File: src/rtl/apb_master_bridge.sv
// APB3/APB4 initiator: turns single-outstanding CPU load/store requests into SETUP/ACCESS
// transfers, with a PREADY-stall timeout and misaligned-address rejection.
module apb_master_bridge #(
    parameter int unsigned ADDR_W  = 32,
    parameter int unsigned DATA_W  = 32,
    parameter int unsigned STRB_W  = DATA_W / 8,
    parameter int unsigned TIMEOUT = 16
) (
    input  logic              clk,
    input  logic              rst,

    input  logic              req_valid,
    output logic              req_ready,
    input  logic [ADDR_W-1:0] req_addr,
    input  logic              req_write,
    input  logic [DATA_W-1:0] req_wdata,
    input  logic [STRB_W-1:0] req_strb,

    output logic              rsp_valid,
    output logic [DATA_W-1:0] rsp_rdata,
    output logic              rsp_err,

    output logic [ADDR_W-1:0] PADDR,
    output logic              PWRITE,
    output logic [DATA_W-1:0] PWDATA,
    output logic [STRB_W-1:0] PSTRB,
    output logic              PSEL,
    output logic              PENABLE,
    input  logic [DATA_W-1:0] PRDATA,
    input  logic              PREADY,
    input  logic              PSLVERR
);

    localparam int unsigned CNT_W = (TIMEOUT > 1) ? $clog2(TIMEOUT) : 1;

    typedef enum logic [1:0] {
        StIdle,
        StSetup,
        StAccess,
        StResp
    } state_e;

    state_e              r_state;
    logic [CNT_W-1:0]    r_cnt;
    logic [ADDR_W-1:0]   r_paddr;
    logic                r_pwrite;
    logic [DATA_W-1:0]   r_pwdata;
    logic [STRB_W-1:0]   r_pstrb;
    logic                r_psel;
    logic                r_penable;
    logic                r_rsp_valid;
    logic [DATA_W-1:0]   r_rsp_rdata;
    logic                r_rsp_err;

    logic                w_accept;
    logic                w_aligned;
    logic                w_timeout;

    assign req_ready = (r_state == StIdle) && !rst;
    assign w_accept  = req_valid && req_ready;
    assign w_aligned = (req_addr[1:0] == 2'b00);

    // Counter value during the k-th stalled ACCESS cycle is k-1, so the abort
    // lands on ACCESS cycle number TIMEOUT.
    if (TIMEOUT != 0) begin : g_timeout
        assign w_timeout = (r_cnt == CNT_W'(TIMEOUT - 1));
    end else begin : g_no_timeout
        assign w_timeout = 1'b0;
    end

    always_ff @(posedge clk) begin
        if (rst) begin
            r_state     <= StIdle;
            r_cnt       <= '0;
            r_paddr     <= '0;
            r_pwrite    <= 1'b0;
            r_pwdata    <= '0;
            r_pstrb     <= '0;
            r_psel      <= 1'b0;
            r_penable   <= 1'b0;
            r_rsp_valid <= 1'b0;
            r_rsp_rdata <= '0;
            r_rsp_err   <= 1'b0;
        end else begin
            r_rsp_valid <= 1'b0;
            unique case (r_state)
                StIdle: begin
                    if (w_accept) begin
                        if (w_aligned) begin
                            r_state   <= StSetup;
                            r_psel    <= 1'b1;
                            r_penable <= 1'b0;
                            r_paddr   <= req_addr;
                            r_pwrite  <= req_write;
                            r_pwdata  <= req_write ? req_wdata : '0;
                            r_pstrb   <= req_write ? req_strb : '0;
                        end else begin
                            // Misaligned: answer with an error, no bus cycle.
                            r_state     <= StResp;
                            r_rsp_valid <= 1'b1;
                            r_rsp_err   <= 1'b1;
                            r_rsp_rdata <= '0;
                        end
                    end
                end

                StSetup: begin
                    r_state   <= StAccess;
                    r_penable <= 1'b1;
                end

                StAccess: begin
                    if (PREADY) begin
                        r_state     <= StResp;
                        r_psel      <= 1'b0;
                        r_penable   <= 1'b0;
                        r_cnt       <= '0;
                        r_rsp_valid <= 1'b1;
                        r_rsp_err   <= PSLVERR;
                        r_rsp_rdata <= (!r_pwrite && !PSLVERR) ? PRDATA : '0;
                    end else if (w_timeout) begin
                        r_state     <= StResp;
                        r_psel      <= 1'b0;
                        r_penable   <= 1'b0;
                        r_cnt       <= '0;
                        r_rsp_valid <= 1'b1;
                        r_rsp_err   <= 1'b1;
                        r_rsp_rdata <= '0;
                    end else begin
                        r_cnt <= r_cnt + 1'b1;
                    end
                end

                StResp: begin
                    r_state     <= StIdle;
                    r_rsp_err   <= 1'b0;
                    r_rsp_rdata <= '0;
                end

                default: begin
                    r_state <= StIdle;
                end
            endcase
        end
    end

    assign PADDR     = r_paddr;
    assign PWRITE    = r_pwrite;
    assign PWDATA    = r_pwdata;
    assign PSTRB     = r_pstrb;
    assign PSEL      = r_psel;
    assign PENABLE   = r_penable;
    assign rsp_valid = r_rsp_valid;
    assign rsp_rdata = r_rsp_rdata;
    assign rsp_err   = r_rsp_err;

endmodule

File: config.mk
export PLATFORM = sky130hd
export DESIGN_NAME = apb_master_bridge
export DESIGN_NICKNAME = d
export VERILOG_FILES = /design/src/rtl/apb_master_bridge.sv
export SDC_FILE = /design/constraint.sdc
export NUM_CORES = 1
export LEC_CHECK = 0
export ABC_AREA = 1
export BUFFER_PORTS_ARGS = -buffer_cell sky130_fd_sc_hd__buf_2
export CAP_MARGIN = 20
export CORE_MARGIN = 3
export CORE_UTILIZATION = 35
export DETAILED_ROUTE_END_ITERATION = 10
export GPL_TIMING_DRIVEN = 0
export PLACE_DENSITY = 0.69
export SYNTH_ARGS = -nofsm -noshare
export SYNTH_HDL_FRONTEND = slang
export SYNTH_SLANG_ARGS = --single-unit
File: constraint.sdc
create_clock -name clk -period 1.8 [get_ports clk]
set_input_delay 0.09 -clock clk [delete_from_list [all_inputs] [get_ports clk]]
set_output_delay 0.09 -clock clk [all_outputs]
set_load 0.05 [all_outputs]
Word-level counts from Yosys, hierarchy flattened
Cells that the tools add are included.
- output and inout port bits: 106
- input bits: 106
- register bits: 111
- logic and storage cells: 69
- add/sub/neg operators: 1
- reduce and logical (&&, ||, !) cells: 16
- muxes and demuxes: 33
- eq/ne operators: 8
- operators with widths (operator ; number):
    $mux 32 ; 6
    $pmux 32 s3 ; 1
    $mux 1 ; 14
    $mux 4 ; 3
    $reduce_and 4->1 ; 3
    $mux 2 ; 4
    $pmux 2 s4 ; 1
    $ne 2x2->1 const B ; 3
    $pmux 1 s3 ; 2
    $reduce_bool 3->1 ; 2
    $add 4x1->4 const B ; 1
    $eq 2x2->1 const B ; 2
    $eq 4x4->1 const B ; 1
    $logic_not 2->1 ; 2
    $pmux 1 s2 ; 2
    $logic_and 1x1->1 ; 3
    $logic_not 1->1 ; 3
    $ne 3x3->1 const B ; 1
    $reduce_and 3->1 ; 1
    $eq 2x1->1 const B ; 1
    $reduce_and 2->1 ; 1
    $reduce_bool 2->1 ; 1

Longest topological paths before layout
Gate-level depths: netlist of run 1.
- word-level depth: 5
- depth in mapped cells: 11
- mapped depth without buffers: 10

Worst setup path after synthesis of run 1
No wires, ideal clock.
- kind: flip-flop to flip-flop
- start: register r_state[0]
- end: register r_pwrite, in the netlist PWRITE
- library setup time: 132 ps
- cell stages (with the launch flop): 10
- data required time: 1668 ps
- data arrival time: 1683 ps
- setup slack: -15 ps
- period minus slack after synthesis: 1815 ps
- buffers on the path: 2
- cells stage by stage: dfxtp_1 inv_1 ha_1 inv_2 nor2_4 nand3_4 buf_2 buf_2 nand2_1 a21oi_1
- cells in the longest elaborated chain, start to end: 4
- ends and longest elaborated chain (element ; line ; source):
    from (decl) ; 43 ; state_e r_state;
    from (signal assigned) ; 73 ; r_state <= StIdle;
    from (signal assigned) ; 90 ; r_state <= StSetup;
    from (signal assigned) ; 99 ; r_state <= StResp;
    $logic_not 2->1 ; 59 ; assign req_ready = (r_state == StIdle) && !rst;
    $logic_and 1x1->1 ; 59 ;
    net req_ready ; 13 ; output logic req_ready,
    $logic_and 1x1->1 ; 60 ; assign w_accept = req_valid && req_ready;
    $reduce_and 3->1 (no source line) ; n/a ;
    to (signal assigned) ; 94 ; r_pwrite <= req_write;
    to (decl) ; 46 ; logic r_pwrite;
The timed path passes the listed nets, and every way through them passes these cells.
A chain may end at the register's enable or synchronous reset.

Worst setup path in the final report of run 1
- start: register r_state[0]
- end: register r_pstrb[0], in the netlist PSTRB[0]
- cells in the longest elaborated chain, start to end: 4
- ends and longest elaborated chain (element ; line ; source):
    $logic_not 2->1 * ; 59, 86 ;
    $logic_and 1x1->1 ; 59 ;
    $logic_and 1x1->1 ; 60 ;
    $reduce_and 3->1 (no source line) * ; n/a ;
    to (signal assigned) ; 96 ; r_pstrb <= req_write ? req_strb : '0;
    to (decl) ; 48 ; logic [STRB_W-1:0] r_pstrb;
Mark *: on every way between the ends. The rest lies on a longest branch, timed or not.

==> run_results.csv, run 1 <==
group,metric,value,unit
synth,synthCells,607,
place,dp.cells,985,
clock_network,root_buffer,"clkbuf_16",
cells_and_area,nets,993,
timing,rsz0062_at_grt,"no",
timing,fin_setup_tns,0,ns
clock_network,clock_sinks,111,
timing,max-slew-margin-rel,0.647,
clock_network,cts_made_buffers,9,
timing,setup_viol,0,
global_route,grt_pass1_wl,21200,um
synth,synthAdderAreaFrac,0.0195,
route,via_per_inst,4.45,
worst_setup_path,cp.required,2.07,ns
pwr,p_per_area,1430,nW/um^2
place,pre_cts_slack,-0.176,ns
cells_and_area,syn2layout_area_growth,46.4,%
worst_setup_path,worstSetupPathType,"reg2reg",
cells_and_area,diodes,0,
clock_network,cts_tree,"built",
global_route,grt-ovfl-total,0,
synth,ys_warn_count,0,
outcome,status,"complete, no violations",
pwr,power,9.40,mW
cells_and_area,final_cell_mix,"219 x buf_2, 156 x nor2_1, 137 x nand2_1, 109 x dfxtp_1, 52 x dlygate4sd3_1",
pwr,max-vdd-ir-drop,906,uV
clock_network,clock_latency,0.34,ns
synth,netlist_area,4490,sq um
synth,synth_compound_area_frac,0.126,
synth,synth_top_family_by_area,"simple AND/OR/NAND/NOR gates",
place,dp_hpwl,9460,um
worst_setup_path,cp-start-kind,"register",
synth,ys.flop_type,"dfxtp_1",
clock_network,cts.clk_slew.worst_paths,0.07,ns
route,vias,4669,
global_route,grt_usage,0.183,
clock_network,cts_htree_levels,3,
die,die_width,119,um
route,wl,13500,um
timing,slew_viol_final,0,
synth,synth_edf_count,0,
die,core,12300,sq um
worst_setup_path,worstPathArrival,1.95,ns
timing,worst_pin_slew,0.529,ns
synth,synth.net_count,720,
job,maxCapViolCount,0,
global_route,antenna_found_initial,0,
synth,async_flop_share,0,
timing,hold_viol,0,
cells_and_area,final_common_cell,"buf_2",
place,port_buffers,210,
cells_and_area,regArea,2220,sq um
worst_setup_path,crit_path_end_kind,"register",
cells_and_area,fin_cells,1050,
synth,synth_xor_area_frac,0.00195,
timing,clock.fmax,594,MHz
route,drc_errors,0,
cells_and_area,fill_cells,1249,
die,start_util,0.366,
worst_setup_path,crit_fanout,10,
route,drt_pass1_iterations,4,
synth,seq_area_frac_synth,0.495,
route,dr.first_iter.drc_count,209,
die,die_height,119,um
cells_and_area,final_layout_size_suffix_gt1_frac,0.303,
synth,synth_cell_types,28,
pwr,leakagePower,3.23,nW
die,dieArea,14200,sq um
route,drtAntennaViolNets,0,
timing,post-route-period-util,0.935,
worst_hold_path,hold_class,"in2reg",
synth,synth_seq_cells,111,
die,io-pin-count,212,
timing,fin_worst_skew,0.00571,ns
synth,synth-simple-area-share,0.291,
synth,synthMuxAreaShare,0,
route,wire_per_inst,12.9,um
die,num_rows,40,
global_route,grt_max_degree,19,
place,gp_congestion,0.770,
synth,syn_area_per_cell,7.40,sq um
clock_network,cts_buffer_depth,2,
timing,worst_slack,0.117,ns
timing,fin_crit,1.68,ns
cells_and_area,multiInputGateArea,2000,sq um
global_route,grt_pass1_vias,4456,
cell usage after synthesis (3+ instances only):
cell type    n  area share
nand2_1    137        0.11
buf_2       11       0.012
nand3_1     15       0.017
inv_2        3      0.0025
nor2_1     156        0.13
ha_1         7       0.019
nand2_2      3      0.0042
buf_4        8       0.013
dfxtp_1    111        0.49
a21oi_1     44       0.049
inv_1       27       0.023
o21ai_0     34       0.038
o21bai_1    20       0.033
clkbuf_1    13       0.011
cell families after synthesis:
| logic type | count (synthesis) |
|---|---|
| DFF | 111 |
| buffers and inverters | 66 |
| adders and majority gates | 7 |
| and+or+nand+nor | 321 |
| AOI/OAI and AO/OA | 101 |
| xor gates and xnor gates | 1 |
report_power, final:
group / switching [mW] / internal (mW)
Sequential: 0.248 / 2.95
Combinational: 3.14 / 1.26
Clock: 0.845 / 0.951
Total: 4.24 / 5.16
worst max-delay path, stage by stage, from the launching register on:
cell and delay [ns]:
dfxtp_2 0.34, inv_2 0.11, ha_2 0.22, inv_2 0.07, nor2_4 0.14, nand3_4 0.15, nor2_8 0.19, buf_4 0.19
nand2_1 0.07, a21oi_1 0.13
flip-flops by register name, indices dropped and copies added, names as in the netlist, 2 cells and up:
signal,cells
PADDR,32
PSTRB,4
PWDATA,32
r_cnt,4
r_state,2
rsp_rdata,32
metal layers:
layer	vias up	share of wire	GRT usage
li1	2445	-	-
met3	26	0.055	0.0351
met1	2058	0.43	0.220
met4	0	0.026	0.0838
met2	140	0.49	0.315
met5	-	0	0
area by class of cell:
cell class / count / area share
clock inverters: 2 / 0.00152
well taps: 168 / 0.0320
repair buffers: 263 / 0.240
plain buffers: 34 / 0.0302
inverters: 31 / 0.0177
clock buffers: 11 / 0.0369
multi-input cells: 430 / 0.303
flip-flops and latches: 111 / 0.338
path summary, 6_finish.rpt:
| path | from | endpoint | slack [ns] | cells after the start |
|---|---|---|---|---|
| worst max register to register | r_state[0]$_SDFFE_PP0P_ | PSTRB[0]$_SDFFE_PP0P_ | 0.12 | 9 |
| worst max-delay path | r_state[0]$_SDFFE_PP0P_ | PSTRB[0]$_SDFFE_PP0P_ | 0.12 | 9 |
| worst min-delay path | req_addr[2] | PADDR[2]$_SDFFE_PP0P_ | 0.01 | 3 |
| worst min register to register | PADDR[1]$_SDFFE_PP0P_ | PADDR[1]$_SDFFE_PP0P_ | 0.44 | 2 |
stage by stage:
step,instance area (sq um),utilization,hold slack (ns)
global route,6580,0.536,0.00691
CTS,6550,0.534,0.000688
floorplan,4500,-,0.233
detailed placement,5760,0.470,0.343
global placement,5760,0.470,0.337
finish,6580,0.536,0.0118
timing repair:
action / CTS / global route
hold buffers: 52 / 0
resized for setup: 4 / 12
pin swaps: 0 / 2
hold endpoints to repair: 52 / 0
setup endpoints to repair: 33 / 84
buffers inserted: 0 / 1
Note: power is estimated with default switching activity, not from simulation.
==> run 2, diff against run 1 <==
--- a/config.mk
+++ b/config.mk
@@ -5,14 +5,13 @@
 export SDC_FILE = /design/constraint.sdc
 export NUM_CORES = 1
 export LEC_CHECK = 0
-export ABC_AREA = 1
 export BUFFER_PORTS_ARGS = -buffer_cell sky130_fd_sc_hd__buf_2
 export CAP_MARGIN = 20
 export CORE_MARGIN = 3
 export CORE_UTILIZATION = 35
 export DETAILED_ROUTE_END_ITERATION = 10
 export GPL_TIMING_DRIVEN = 0
-export PLACE_DENSITY = 0.69
+export PLACE_DENSITY = 0.7
 export SYNTH_ARGS = -nofsm -noshare
 export SYNTH_HDL_FRONTEND = slang
 export SYNTH_SLANG_ARGS = --single-unit
==> run 2 against run 1 <==
Synthesized cell count is 16% lower. Fmax decreased by 1.9%. Total power fell by 26%. First-iteration DRC count grew 6.7%. Critical path depth shrank 3. Global-route usage grew 1.9 points. Final area increased by 4.1%. Worst setup slack lost 0.032 ns. Sequential cell count is the same. Clock power is 7% higher.
==> run_results.csv, run 2 <==
group,metric,value,unit
outcome,status,"complete, no violations",
cells_and_area,nets,939,
route,via_per_inst,4.81,
timing,post-route-period-util,0.953,
worst_setup_path,cp-start-kind,"register",
cells_and_area,diodes,0,
pwr,power,6.93,mW
pwr,p_per_area,1010,nW/um^2
cells_and_area,final_layout_size_suffix_gt1_frac,0.308,
worst_setup_path,crit_fanout,10,
route,wl,14400,um
place,port_buffers,210,
global_route,grt_max_degree,19,
synth,synthCells,510,
synth,synth.net_count,623,
worst_setup_path,rr_worst_depth,6,
route,drtAntennaViolNets,0,
job,maxCapViolCount,0,
timing,clock.fmax,583,MHz
clock_network,cts_buffer_depth,2,
timing,slew_viol_final,0,
worst_setup_path,crit_path_end_kind,"register",
place,dp_hpwl,9060,um
synth,yosysMostFrequentCell,"nand2_1",
worst_hold_path,worst_hold_startpoint,"req_wdata[29]",
timing,hold_viol,0,
timing,setup_viol,0,
synth,seq_area_frac_synth,0.519,
die,die_width,117,um
route,wire_per_inst,14.8,um
clock_network,cts.clk_slew.worst_paths,0.08,ns
worst_setup_path,worstPathArrival,1.99,ns
worst_hold_path,min_to,"PWDATA[29]$_SDFFE_PP0P_",
timing,rsz0062_at_grt,"no",
die,num_rows,39,
synth,netlist_area,4280,sq um
route,drc_errors,0,
global_route,grt_usage,0.203,
synth,synth_seq_cells,111,
worst_setup_path,rrSetupSlack,0.09,ns
cells_and_area,final_cell_mix,"213 x buf_2, 168 x nand2_1, 109 x dfxtp_1, 93 x dlygate4sd3_1, 71 x a21oi_1",
cells_and_area,fin_area,6850,sq um
clock_network,cts_htree_levels,3,
pwr,leakagePower,3.09,nW
timing,fin_worst_skew,0.00746,ns
worst_setup_path,r2r-end,"rsp_rdata[5]$_SDFFE_PP0P_",
worst_hold_path,whs_path_depth,3,
synth,async_flop_share,0,
timing,hold_ws,0.0188,ns
synth,synth.top_cell.area_share,0.519,
die,io-pin-count,212,
synth,synth_commonest_cells,"168 x nand2_1, 111 x dfxtp_1, 71 x a21oi_1, 39 x nand3_1, 36 x mux2i_1",
cells_and_area,final_common_cell,"buf_2",
die,die_height,117,um
route,vias,4683,
die,start_util,0.366,
worst_setup_path,worstSetupPathType,"reg2reg",
clock_network,root_buffer,"clkbuf_16",
route,dr.first_iter.drc_count,223,
worst_setup_path,r2r-start,"r_cnt[0]$_SDFFE_PP0P_",
synth,synth_cell_types,29,
synth,synth_edf_count,0,
clock_network,clock_sinks,111,
route,drt_pass1_iterations,5,
synth,ys.flop_type,"dfxtp_1",
clock_network,clock_latency,0.35,ns
synth,syn_area_per_cell,8.40,sq um
clock_network,cts_made_buffers,9,
synth,synthTopCellsByArea,"dfxtp_1 52%, nand2_1 15%, mux2i_1 8.4%, a21oi_1 8.3%, nand3_1 4.6%",
timing,fin_crit,1.71,ns
synth,synth_top_cell_by_area,"dfxtp_1",
place,placed_cell_area,5510,sq um
worst_hold_path,hold_class,"in2reg",
global_route,grt-ovfl-total,0,
die,core,11700,sq um
die,dieArea,13600,sq um
global_route,grt_pass1_vias,4511,
global_route,antenna_found_initial,0,
timing,max-slew-margin-rel,0.612,
global_route,grt_pass1_wl,21600,um
pwr,max-vdd-ir-drop,727,uV
clock_network,cts_tree,"built",
place,gp_congestion,0.782,
worst_setup_path,cp.required,2.08,ns
timing,worst_pin_slew,0.581,ns
cells_and_area,syn2layout_area_growth,59.8,%
synth,ys_warn_count,0,
==> run 2: worst max-delay path by stage <==
stage                                        from                         end  slack [ns]
after floorplan           r_state[0]$_SDFFE_PP0P_  rsp_rdata[10]$_SDFFE_PP0P_        0.05
after global placement    r_state[0]$_SDFFE_PP0P_  rsp_rdata[14]$_SDFFE_PP0P_       -0.20
after detailed placement  r_state[0]$_SDFFE_PP0P_   rsp_rdata[4]$_SDFFE_PP0P_       -0.20
after CTS                 r_state[0]$_SDFFE_PP0P_  rsp_rdata[29]$_SDFFE_PP0P_        0.01
after global routing      r_state[0]$_SDFFE_PP0P_   rsp_rdata[8]$_SDFFE_PP0P_       0.001
final                       r_cnt[0]$_SDFFE_PP0P_   rsp_rdata[5]$_SDFFE_PP0P_        0.09
==> run 2: timing repair <==
action	in CTS	in global routing
setup endpoints to repair	79	94
hold endpoints to repair	93	0
pin swaps	1	1
setup buffers	1	2
hold buffers	93	0
gates resized for setup	9	20
==> run 2: through the flow <==
stage	setup TNS, ns	setup WS, ns	util	instances
detailed placement	-8.78	-0.202	0.471	863
floorplan	0	0.0530	-	510
finish	0	0.0852	0.585	974
global placement	-8.93	-0.196	0.471	863
CTS	0	0.00961	0.579	973
global route	0	0.00140	0.585	974
==> run 2: cell families after synthesis <==
logic type | count (synthesis) | share of synthesized area
and+or+nand+nor | 234 | 0.230
buffers and inverters | 43 | 0.0473
muxes | 36 | 0.0841
AOI/OAI and AO/OA | 78 | 0.0975
DFF | 111 | 0.519
adders and majority gates | 7 | 0.0204
xor gates and xnor gates | 1 | 0.00204
==> run 2: area by class of cell <==
cell class / count / area (sq um)
fillers: 1022 / 4860
clock inverters: 6 / 43.8
well taps: 143 / 179
flip-flops and latches: 111 / 2230
repair buffers: 306 / 2020
clock buffers: 10 / 239
inverters: 4 / 15.0
plain buffers: 38 / 220
multi-input cells: 356 / 1900
==> run 2: critical path, cell delays in order, from the launching register on <==
cell	delay [ns]
dfxtp_1	0.39
ha_2	0.24
nand3_2	0.16
a221oi_4	0.33
buf_12	0.17
buf_8	0.15
mux2i_1	0.20
==> run 2: power breakdown <==
group          switching (mW)  internal, mW  total (mW)
registers              0.0776          2.58        2.66
clock network           0.933         0.983        1.92
logic                    1.25          1.11        2.36
total                    2.26          4.67        6.93
==> run 2: routing by layer <==
metal  GRT usage  vias to the layer above  part of all wire
li1            -                     2309                 -
met1       0.219                     2125              0.41
met2       0.363                      210              0.49
met3      0.0642                       39             0.077
met4      0.0872                        0             0.028
met5           0                        -                 0
